## src/rtl/xc_rf_pkg.sv

```systemverilog
// Shared definitions for the GPR-file write-back path: widths, the write-back FSM
// encoding and the even/odd register-pair address helpers.
package xc_rf_pkg;

  localparam int XC_RF_AW = 5;
  localparam int XC_RF_DW = 32;

  typedef enum logic {
    XC_WB_IDLE    = 1'b0,
    XC_WB_PAIR_HI = 1'b1
  } xc_wb_state_e;

  function automatic logic [XC_RF_AW-1:0] pair_lo_addr(input logic [XC_RF_AW-1:0] addr);
    return {addr[XC_RF_AW-1:1], 1'b0};
  endfunction

  function automatic logic [XC_RF_AW-1:0] pair_hi_addr(input logic [XC_RF_AW-1:0] addr);
    return {addr[XC_RF_AW-1:1], 1'b1};
  endfunction

endpackage

```

## src/rtl/xc_rr_pick.sv

```systemverilog
// Combinational round-robin picker: first set bit of req at or after ptr,
// wrapping to the lowest set bit below ptr.
module xc_rr_pick #(
  parameter int N  = 3,
  parameter int PW = 2
) (
  input  logic [N-1:0]  req,
  input  logic [PW-1:0] ptr,
  output logic [N-1:0]  grant,
  output logic [PW-1:0] idx,
  output logic          any
);

  logic          upper_any_s;
  logic          lower_any_s;
  logic [PW-1:0] upper_idx_s;
  logic [PW-1:0] lower_idx_s;

  // Scan downward so the lowest matching index in each half wins.
  always_comb begin
    upper_any_s = 1'b0;
    lower_any_s = 1'b0;
    upper_idx_s = '0;
    lower_idx_s = '0;
    for (int j = N - 1; j >= 0; j--) begin
      upper_any_s = upper_any_s | (req[j] && (PW'(j) >= ptr));
      upper_idx_s = (req[j] && (PW'(j) >= ptr)) ? PW'(j) : upper_idx_s;
      lower_any_s = lower_any_s | (req[j] && (PW'(j) < ptr));
      lower_idx_s = (req[j] && (PW'(j) < ptr)) ? PW'(j) : lower_idx_s;
    end
  end

  // Requests at or after the pointer take precedence over wrapped ones.
  always_comb begin
    any   = upper_any_s | lower_any_s;
    idx   = upper_any_s ? upper_idx_s : lower_idx_s;
    if (any) begin
      grant = {{(N-1){1'b0}}, 1'b1} << idx;
    end else begin
      grant = '0;
    end
  end

endmodule

```

## src/rtl/xc_rf_wb_arb.sv

```systemverilog
// Write-back arbiter for the single rd port of the GPR file: round-robin between
// result producers, expanding 64-bit pair results into lo/hi write beats.
module xc_rf_wb_arb
  import xc_rf_pkg::*;
#(
  parameter int NREQ = 3,
  parameter int PTRW = 2
) (
  input  logic                           clock,
  input  logic                           resetn,
  input  logic [NREQ-1:0]                req_valid,
  input  logic [NREQ-1:0]                req_pair,
  input  logic [NREQ*XC_RF_AW-1:0]       req_addr,
  input  logic [NREQ*2*XC_RF_DW-1:0]     req_wdata,
  output logic [NREQ-1:0]                req_ready,
  output logic                           rd_wen,
  output logic [XC_RF_AW-1:0]            rd_addr,
  output logic [XC_RF_DW-1:0]            rd_wdata,
  output logic                           busy
);

  localparam int WW = 2 * XC_RF_DW;

  xc_wb_state_e        state_r;
  xc_wb_state_e        state_nxt_s;
  logic [PTRW-1:0]     rr_ptr_r;
  logic [PTRW-1:0]     rr_ptr_nxt_s;
  logic [NREQ-1:0]     grant_s;
  logic [PTRW-1:0]     win_idx_s;
  logic                win_any_s;
  logic                accept_s;
  logic                win_pair_s;
  logic [XC_RF_AW-1:0] win_addr_s;
  logic [WW-1:0]       win_wdata_s;
  logic [XC_RF_AW-1:0] hi_addr_r;
  logic [XC_RF_DW-1:0] hi_data_r;

  xc_rr_pick #(
    .N  (NREQ),
    .PW (PTRW)
  ) u_pick (
    .req   (req_valid),
    .ptr   (rr_ptr_r),
    .grant (grant_s),
    .idx   (win_idx_s),
    .any   (win_any_s)
  );

  // Grants are only offered out of reset and while no hi beat is owed.
  always_comb begin
    accept_s  = 1'b0;
    req_ready = '0;
    if (resetn && (state_r == XC_WB_IDLE) && win_any_s) begin
      accept_s  = 1'b1;
      req_ready = grant_s;
    end else begin
      accept_s  = 1'b0;
      req_ready = '0;
    end
  end

  // One-hot AND-OR mux of the winning request fields.
  always_comb begin
    win_pair_s  = 1'b0;
    win_addr_s  = '0;
    win_wdata_s = '0;
    for (int i = 0; i < NREQ; i++) begin
      win_pair_s  = win_pair_s | (grant_s[i] & req_pair[i]);
      win_addr_s  = win_addr_s | ({XC_RF_AW{grant_s[i]}} & req_addr[i*XC_RF_AW +: XC_RF_AW]);
      win_wdata_s = win_wdata_s | ({WW{grant_s[i]}} & req_wdata[i*WW +: WW]);
    end
  end

  // Pointer moves to the slot after the winner, modulo NREQ.
  always_comb begin
    if (win_idx_s == PTRW'(NREQ - 1)) begin
      rr_ptr_nxt_s = '0;
    end else begin
      rr_ptr_nxt_s = win_idx_s + PTRW'(1);
    end
  end

  // Write-back FSM state register.
  always_ff @(posedge clock) begin
    if (!resetn) begin
      state_r <= XC_WB_IDLE;
    end else begin
      state_r <= state_nxt_s;
    end
  end

  // Write-back FSM next state: a pair acceptance owes exactly one hi beat.
  always_comb begin
    state_nxt_s = state_r;
    case (state_r)
      XC_WB_IDLE: begin
        if (accept_s && win_pair_s) begin
          state_nxt_s = XC_WB_PAIR_HI;
        end else begin
          state_nxt_s = XC_WB_IDLE;
        end
      end
      XC_WB_PAIR_HI: state_nxt_s = XC_WB_IDLE;
      default:       state_nxt_s = XC_WB_IDLE;
    endcase
  end

  // Round-robin pointer register.
  always_ff @(posedge clock) begin
    if (!resetn) begin
      rr_ptr_r <= '0;
    end else if (accept_s) begin
      rr_ptr_r <= rr_ptr_nxt_s;
    end else begin
      rr_ptr_r <= rr_ptr_r;
    end
  end

  // Registered rd port; x0 targets consume the slot but never assert the enable.
  always_ff @(posedge clock) begin
    if (!resetn) begin
      rd_wen    <= 1'b0;
      rd_addr   <= '0;
      rd_wdata  <= '0;
      hi_addr_r <= '0;
      hi_data_r <= '0;
    end else if (state_r == XC_WB_PAIR_HI) begin
      rd_wen   <= 1'b1;
      rd_addr  <= hi_addr_r;
      rd_wdata <= hi_data_r;
    end else if (accept_s) begin
      rd_wdata <= win_wdata_s[XC_RF_DW-1:0];
      if (win_pair_s) begin
        rd_addr   <= pair_lo_addr(win_addr_s);
        rd_wen    <= (pair_lo_addr(win_addr_s) != {XC_RF_AW{1'b0}});
        hi_addr_r <= pair_hi_addr(win_addr_s);
        hi_data_r <= win_wdata_s[WW-1:XC_RF_DW];
      end else begin
        rd_addr <= win_addr_s;
        rd_wen  <= (win_addr_s != {XC_RF_AW{1'b0}});
      end
    end else begin
      rd_wen <= 1'b0;
    end
  end

  assign busy = (state_r == XC_WB_PAIR_HI);

endmodule
```

## config.mk

```make
export PLATFORM = sky130hd
export DESIGN_NAME = xc_rf_wb_arb
export DESIGN_NICKNAME = d
export VERILOG_FILES = /design/src/rtl/xc_rf_pkg.sv /design/src/rtl/xc_rr_pick.sv /design/src/rtl/xc_rf_wb_arb.sv
export SDC_FILE = /design/constraint.sdc
export NUM_CORES = 1
export LEC_CHECK = 0
export CAP_MARGIN = 20
export CELL_PAD_IN_SITES_DETAIL_PLACEMENT = 0
export CELL_PAD_IN_SITES_GLOBAL_PLACEMENT = 1
export CORE_UTILIZATION = 24
export CTS_CLUSTER_DIAMETER = 80
export DETAILED_ROUTE_END_ITERATION = 10
export GPL_ROUTABILITY_DRIVEN = 0
export HOLD_SLACK_MARGIN = 0.05
export PLACE_DENSITY = 0.76
export SYNTH_ARGS = -nofsm -noshare
export SYNTH_HDL_FRONTEND = slang
export SYNTH_HIERARCHICAL = 1
export SYNTH_SLANG_ARGS = --single-unit
```

## constraint.sdc

```tcl
create_clock -name clock -period 1.95 [get_ports clock]
set_input_delay 0.585 -clock clock [delete_from_list [all_inputs] [get_ports clock]]
set_output_delay 0.585 -clock clock [all_outputs]
set_load 0.01 [all_outputs]
```

After elaboration in Yosys (flattened, before gate mapping). Cells that the tools add are included.

$add $sub $neg: 1. $lt $le $gt $ge: 6. Eq/ne operators: 1. Shift-type cells: 1. Mux-type cells: 21. Bitwise gates (word level): 21. Reductions and logical operators: 13.

Operators with widths (number): bitwise AND 64 bit (3); bitwise OR 64 bit (2); two-way mux 32 bit (2); two-way mux 2 bit (8); bitwise AND 5 bit (3); two-way mux 5 bit (2); bitwise OR 5 bit (2); logical AND 1 bit (9); bitwise OR 1 bit (7); two-way mux 1 bit (6); two-way mux 3 bit (2); nonzero test 5 bit (1); >= comparator 1 x 2 -> 1 bit (first input constant) (2); less-than comparator 1 x 2 -> 1 bit (first input constant) (2); nonzero test 4 bit (1); bitwise AND 1 bit (3); AND reduction 3 bit (1); left shift 1 x 2 -> 3 bit (first input constant) (1); adder 2 x 1 -> 2 bit (second input constant) (1); equality test 2 bit (second input constant) (1); >= comparator 2 bit (first input constant) (1); less-than comparator 2 bit (first input constant) (1); one-hot mux 1 bit (2 select lines) (1); nonzero test 2 bit (1); inverter 1 bit (1).

Flip-flop bits (word level): 78. Output and inout bits: 42. Logic and storage cells: 71.

Longest topological paths before layout.
Word-level depth: 15. Mapped depth: 8. Depth with buffers taken out: 5.

Hierarchy. The synthesis kept the hierarchy.

By module, submodules not included: xc_rf_wb_arb (instances 1, cells an instance 485, area each 4201.5 µm², seq. area each 1561.5 µm²); xc_rr_pick (instances 1, cells an instance 13, area each 97.6 µm², seq. area each 0.0 µm²).

Least setup slack after synthesis. Ideal clock, no wire load.

Path kind: input port to output port. From: input req_valid[1]. To: output req_ready[2]. Arrival: 1.550 ns. Setup slack: -0.185 ns. Stages: 6. Path buffers: 2. Path through: nor3b_2 o31a_1 buf_2 clkbuf_1 inv_1 nor2_1.

Word-level cells in the longest chain between the ends: 7. Elaborated cells between the ends (all ways): 16.

RTL lines: start, declared (RTL line xc_rf_wb_arb.sv:11) `input logic [NREQ-1:0] req_valid,`; logical AND 1 bit (on tied branches); two-way mux 2 bit (tied with other cells) (2 in a row) (RTL line xc_rr_pick.sv:29) `lower_idx_s = (req[j] && (PW'(j) < ptr)) ? PW'(j) : lower_idx_s;`; two-way mux 2 bit (RTL line xc_rr_pick.sv:36) `idx = upper_any_s ? upper_idx_s : lower_idx_s;`; left shift 1 x 2 -> 3 bit (RTL line xc_rr_pick.sv:38) `grant = {{(N-1){1'b0}}, 1'b1} << idx;`; two-way mux 3 bit * (RTL line xc_rr_pick.sv:37) `if (any) begin`; via grant_s[2] (RTL line xc_rf_wb_arb.sv:28) `logic [NREQ-1:0] grant_s;`; two-way mux 3 bit * (RTL line xc_rf_wb_arb.sv:53) `if (resetn && (state_r == XC_WB_IDLE) && win_any_s) begin`; end, declared (RTL line xc_rf_wb_arb.sv:15) `output logic [NREQ-1:0] req_ready,`.

Mark *: on every way through the listed nets, which the timed path passes. The rest lies on a longest branch.

Final worst setup path.
From: register rr_ptr_r[1]. To: output req_ready[0].

Word-level cells in the longest chain between the ends: 9. Elaborated cells between the ends (all ways): 28.

RTL lines: start, declared (RTL line xc_rf_wb_arb.sv:26) `logic [PTRW-1:0] rr_ptr_r;`; start signal, assigned (RTL line xc_rf_wb_arb.sv:113) `rr_ptr_r <= rr_ptr_nxt_s;`; start signal, assigned (RTL line xc_rf_wb_arb.sv:115) `rr_ptr_r <= rr_ptr_r;`; less-than comparator 2 bit / >= comparator 2 bit (equally long branches); logical AND 1 bit (on tied branches); two-way mux 2 bit (on tied branches) (3 in a row) (RTL line xc_rr_pick.sv:29, xc_rr_pick.sv:27); two-way mux 2 bit (RTL line xc_rr_pick.sv:36); left shift 1 x 2 -> 3 bit (RTL line xc_rr_pick.sv:38); two-way mux 3 bit * (RTL line xc_rr_pick.sv:37); via grant_s[0] (RTL line xc_rf_wb_arb.sv:28); two-way mux 3 bit * (RTL line xc_rf_wb_arb.sv:53).

Marked as above.

==> results_dict.tcl <==
set metrics [dict create \
    combPwrFrac_pct 33.1 \
    clkPwrFrac_pct 32.7 \
    area_growth_pct 84.4 \
    setup-violations-final 58 \
    dp_cells 935 \
    grt_overflow_total 0 \
    grt_max_degree 79 \
    netlist_top_cells_count "78 x dfxtp_1, 70 x a222oi_1, 48 x clkbuf_1, 41 x nor2_1, 37 x or3_1" \
    path_class "flop to output pin" \
    synth-seq-cells 78 \
    ys.flop_type "dfxtp_1" \
    dpl-instance-area_um2 7090 \
    track_usage_pct 17.0 \
    setup_slack_ns -0.145 \
    crit_buf_inv 3 \
    grt_first_pass_wirelength_mm 24.2 \
    power_frac_seq_pct 34.2 \
    yosysSeqAreaShare_pct 36.3 \
    drtAntennaViolNets 0 \
    core_area_um2 17400 \
    crit_family "flip-flops" \
    grt_use_met2_pct 31.7 \
    clock_latency_ns 0.33 \
    fmaxAchievable_mhz 477 \
    synth_cell_type_count 31 \
    hold_end "rd_wdata[28]" \
    maxSlewViolCount 0 \
    drt_first_iter_violations 400 \
    vias_per_cell 5.21 \
    hp-class "flop to flop" \
    crit_slowest_cell "dfxtp_2" \
    clkSlewWorstSetupHoldPaths_ns 0.06 \
    rsz0062_at_grt "yes" \
    cts_sinks 78 \
    die_w_um 136 \
    postSynthAreaPerCell_um2 8.63 \
    busiest_layer "met2" \
    reg2reg_from "rr_ptr_r[1]" \
    finalCriticalPeriod_ns 2.09 \
    internal_power_mw 3.81 \
    final_core_util_pct 45.5 \
    skew_ns 0.00621 \
    diodes 0 \
    clock-root-buffer "clkbuf_16" \
    ios 257 \
    detail_route.wl_per_cell_um 18.1 \
    r2r_cells 9 \
    switchingPower_mw 1.41 \
    cts_made_buffers 9 \
    required_ns 1.36 \
    floorplan.initialDensity_pct 24.7 \
    grt_pass1_vias 4945 \
    ys_warn_count 6 \
    cts_buffer_depth 2 \
    synth.most_common_cell "dfxtp_1" \
    crit_start "rr_ptr_r[1]" \
    cp-end-kind "output pin" \
    worstMarginPinSlew_ns 0.768 \
    port_buffers 256 \
    n_fill_cell 1674 \
    fin_crit_sh_pct 107 \
    synth.area.top_cells "dfxtp_1 36%, a222oi_1 16%, a211o_1 6.5%" \
    die_h_um 136 \
    cp_cell_sequence "buf_4 -> xnor2_2 -> o221a_4 -> inv_1 -> nor2_1 -> buf_2" \
    finalWirelength_mm 17.7 \
    fin_nets 964 \
    dpl.hpwl_mm 11.2 \
    tns_ns -3.79 \
    design_area_um2 7930 \
    met3_usage_pct 3.06 \
    final_cells 979 \
    synth_largest_area_cell "dfxtp_1" \
    synthCells 498 \
    power_density_nw_per_um2 659 \
    relSlewSlack_pct 48.8 \
    dr_total_vias 5101 \
    critPathMaxStageDelay_ns 0.34 \
    drt-pass1-iter-count 7 \
    maxCapViolCount 0 \
    hold_start "hi_data_r[28]" \
    cts_tree "yes" \
    arrival_ns 1.51 \
    layout-drive-gt1-share_pct 13.3 \
    start_kind "flop" \
    synthArstFlopShare_pct 0 \
    antenna_found_initial 0 \
    synth_fp_nets 713 \
    rows 48 \
    dieArea_um2 18500 \
    htreeDepth 3 \
    r2r_slack_ns -0.11 \
    reg2reg_to "hi_data_r[5]" \
    whs_path_depth 2 \
    switching_share_pct 27.0 \
    cp_max_fo 5 \
    met1_usage_pct 18.6 \
    synth_edf_count 0 \
    synth.top_cell.area_share_pct 36.3 \
    status "finished with violations" \
    p_leak_nw 2.91 \
    peakVddDrop_mv 0.411 \
    syn_area_um2 4300 \
    hold_viol 0 \
    violations "negative setup slack" \
    drcViolationCount 0 \
]
[state kept, by name, indices dropped and copies added (netlist names)]
name and count:
rr_ptr_r 2, hi_data_r 32, rd_wen 1, hi_addr_r 5
rd_wdata 32, busy 1, rd_addr 5
[layout by cell type (no fill, tap or decap), drive strengths merged, types with 4 or more instances in the layout]
| cell type | n |
|---|---|
| clkdlybuf4s50 | 249 |
| dfxtp | 78 |
| a222oi | 70 |
| a21boi | 70 |
| buf | 50 |
| nor2 | 41 |
| o21ai | 38 |
| or3 | 37 |
| nand2 | 35 |
| a211o | 32 |
| clkbuf | 18 |
| inv | 6 |
| a31o | 4 |
| nand2b | 4 |
| a211oi | 4 |
[worst max-delay path by stage]
| stage | endpoint | slack, ns | cells after the start |
|---|---|---|---|
| after floorplan | hi_addr_r[0] | -0.07 | 8 |
| after global placement | hi_data_r[31] | -1.00 | 10 |
| after detailed placement | hi_data_r[31] | -1.04 | 10 |
| after CTS | req_ready[0] | -0.15 | 6 |
| after global routing | hi_addr_r[1] | -0.27 | 9 |
| final | req_ready[0] | -0.14 | 6 |
[power by group through the flow]
| stage | clock network, mW | logic, mW | registers, mW |
|---|---|---|---|
| after floorplan | 0 | 0.659 | 1.85 |
| after global placement | 0 | 1.46 | 1.82 |
| after detailed placement | 0 | 1.49 | 1.82 |
| after CTS | 1.78 | 1.62 | 1.79 |
| after global routing | 1.84 | 1.84 | 1.80 |
| final | 1.71 | 1.73 | 1.79 |
[repair_timing]
item | CTS | global route
pin swaps | 18 | 92
cloned | 2 | 7
setup endpoints to repair | 81 | 79
buffers inserted | 14 | 8
hold buffers | 0 | 0
resized for setup | 62 | 60
[logic make-up after synthesis]
family,share of synthesized area [%]
compound gates,42.5
xor+xnor,0.204
buf+inv,6.81
flops,36.3
simple gates,14.1
[stage by stage]
stage / total power [mW] / setup slack (ns) / hold slack, ns
global placement: 3.28 / -1.00 / 0.438
detailed placement: 3.31 / -1.04 / 0.451
global route: 5.48 / -0.266 / 0.475
finish: 5.22 / -0.145 / 0.455
CTS: 5.18 / -0.149 / 0.465
floorplan: 2.51 / -0.0726 / 0.423
[worst register-to-register path: cells and delay by family, from the launching register on]
family	cells	cell delay [ns]
AND/OR/NAND/NOR	2	0.52
buffers and inverters	4	0.63
AO/OA/AOI/OAI	3	0.50
flip-flops	1	0.34
[per-layer routing]
layer | part of all wire [%] | routed length, µm
met1 | 43 | 7530
met2 | 50 | 8860
met3 | 5.9 | 1040
met4 | 1.4 | 253
met5 | 0 | 0
[final cells by class]
type	instances	area (µm²)	area share, %
Inverter	6	32.5	0.410
Clock inverter	3	42.5	0.537
Multi-Input combinational cell	350	2560	32.3
Timing Repair Buffer	304	3180	40.2
Sequential cell	78	1570	19.8
Clock buffer	13	260	3.28
Tap cell	225	282	3.55
Note: power is estimated with default switching activity, not from simulation.
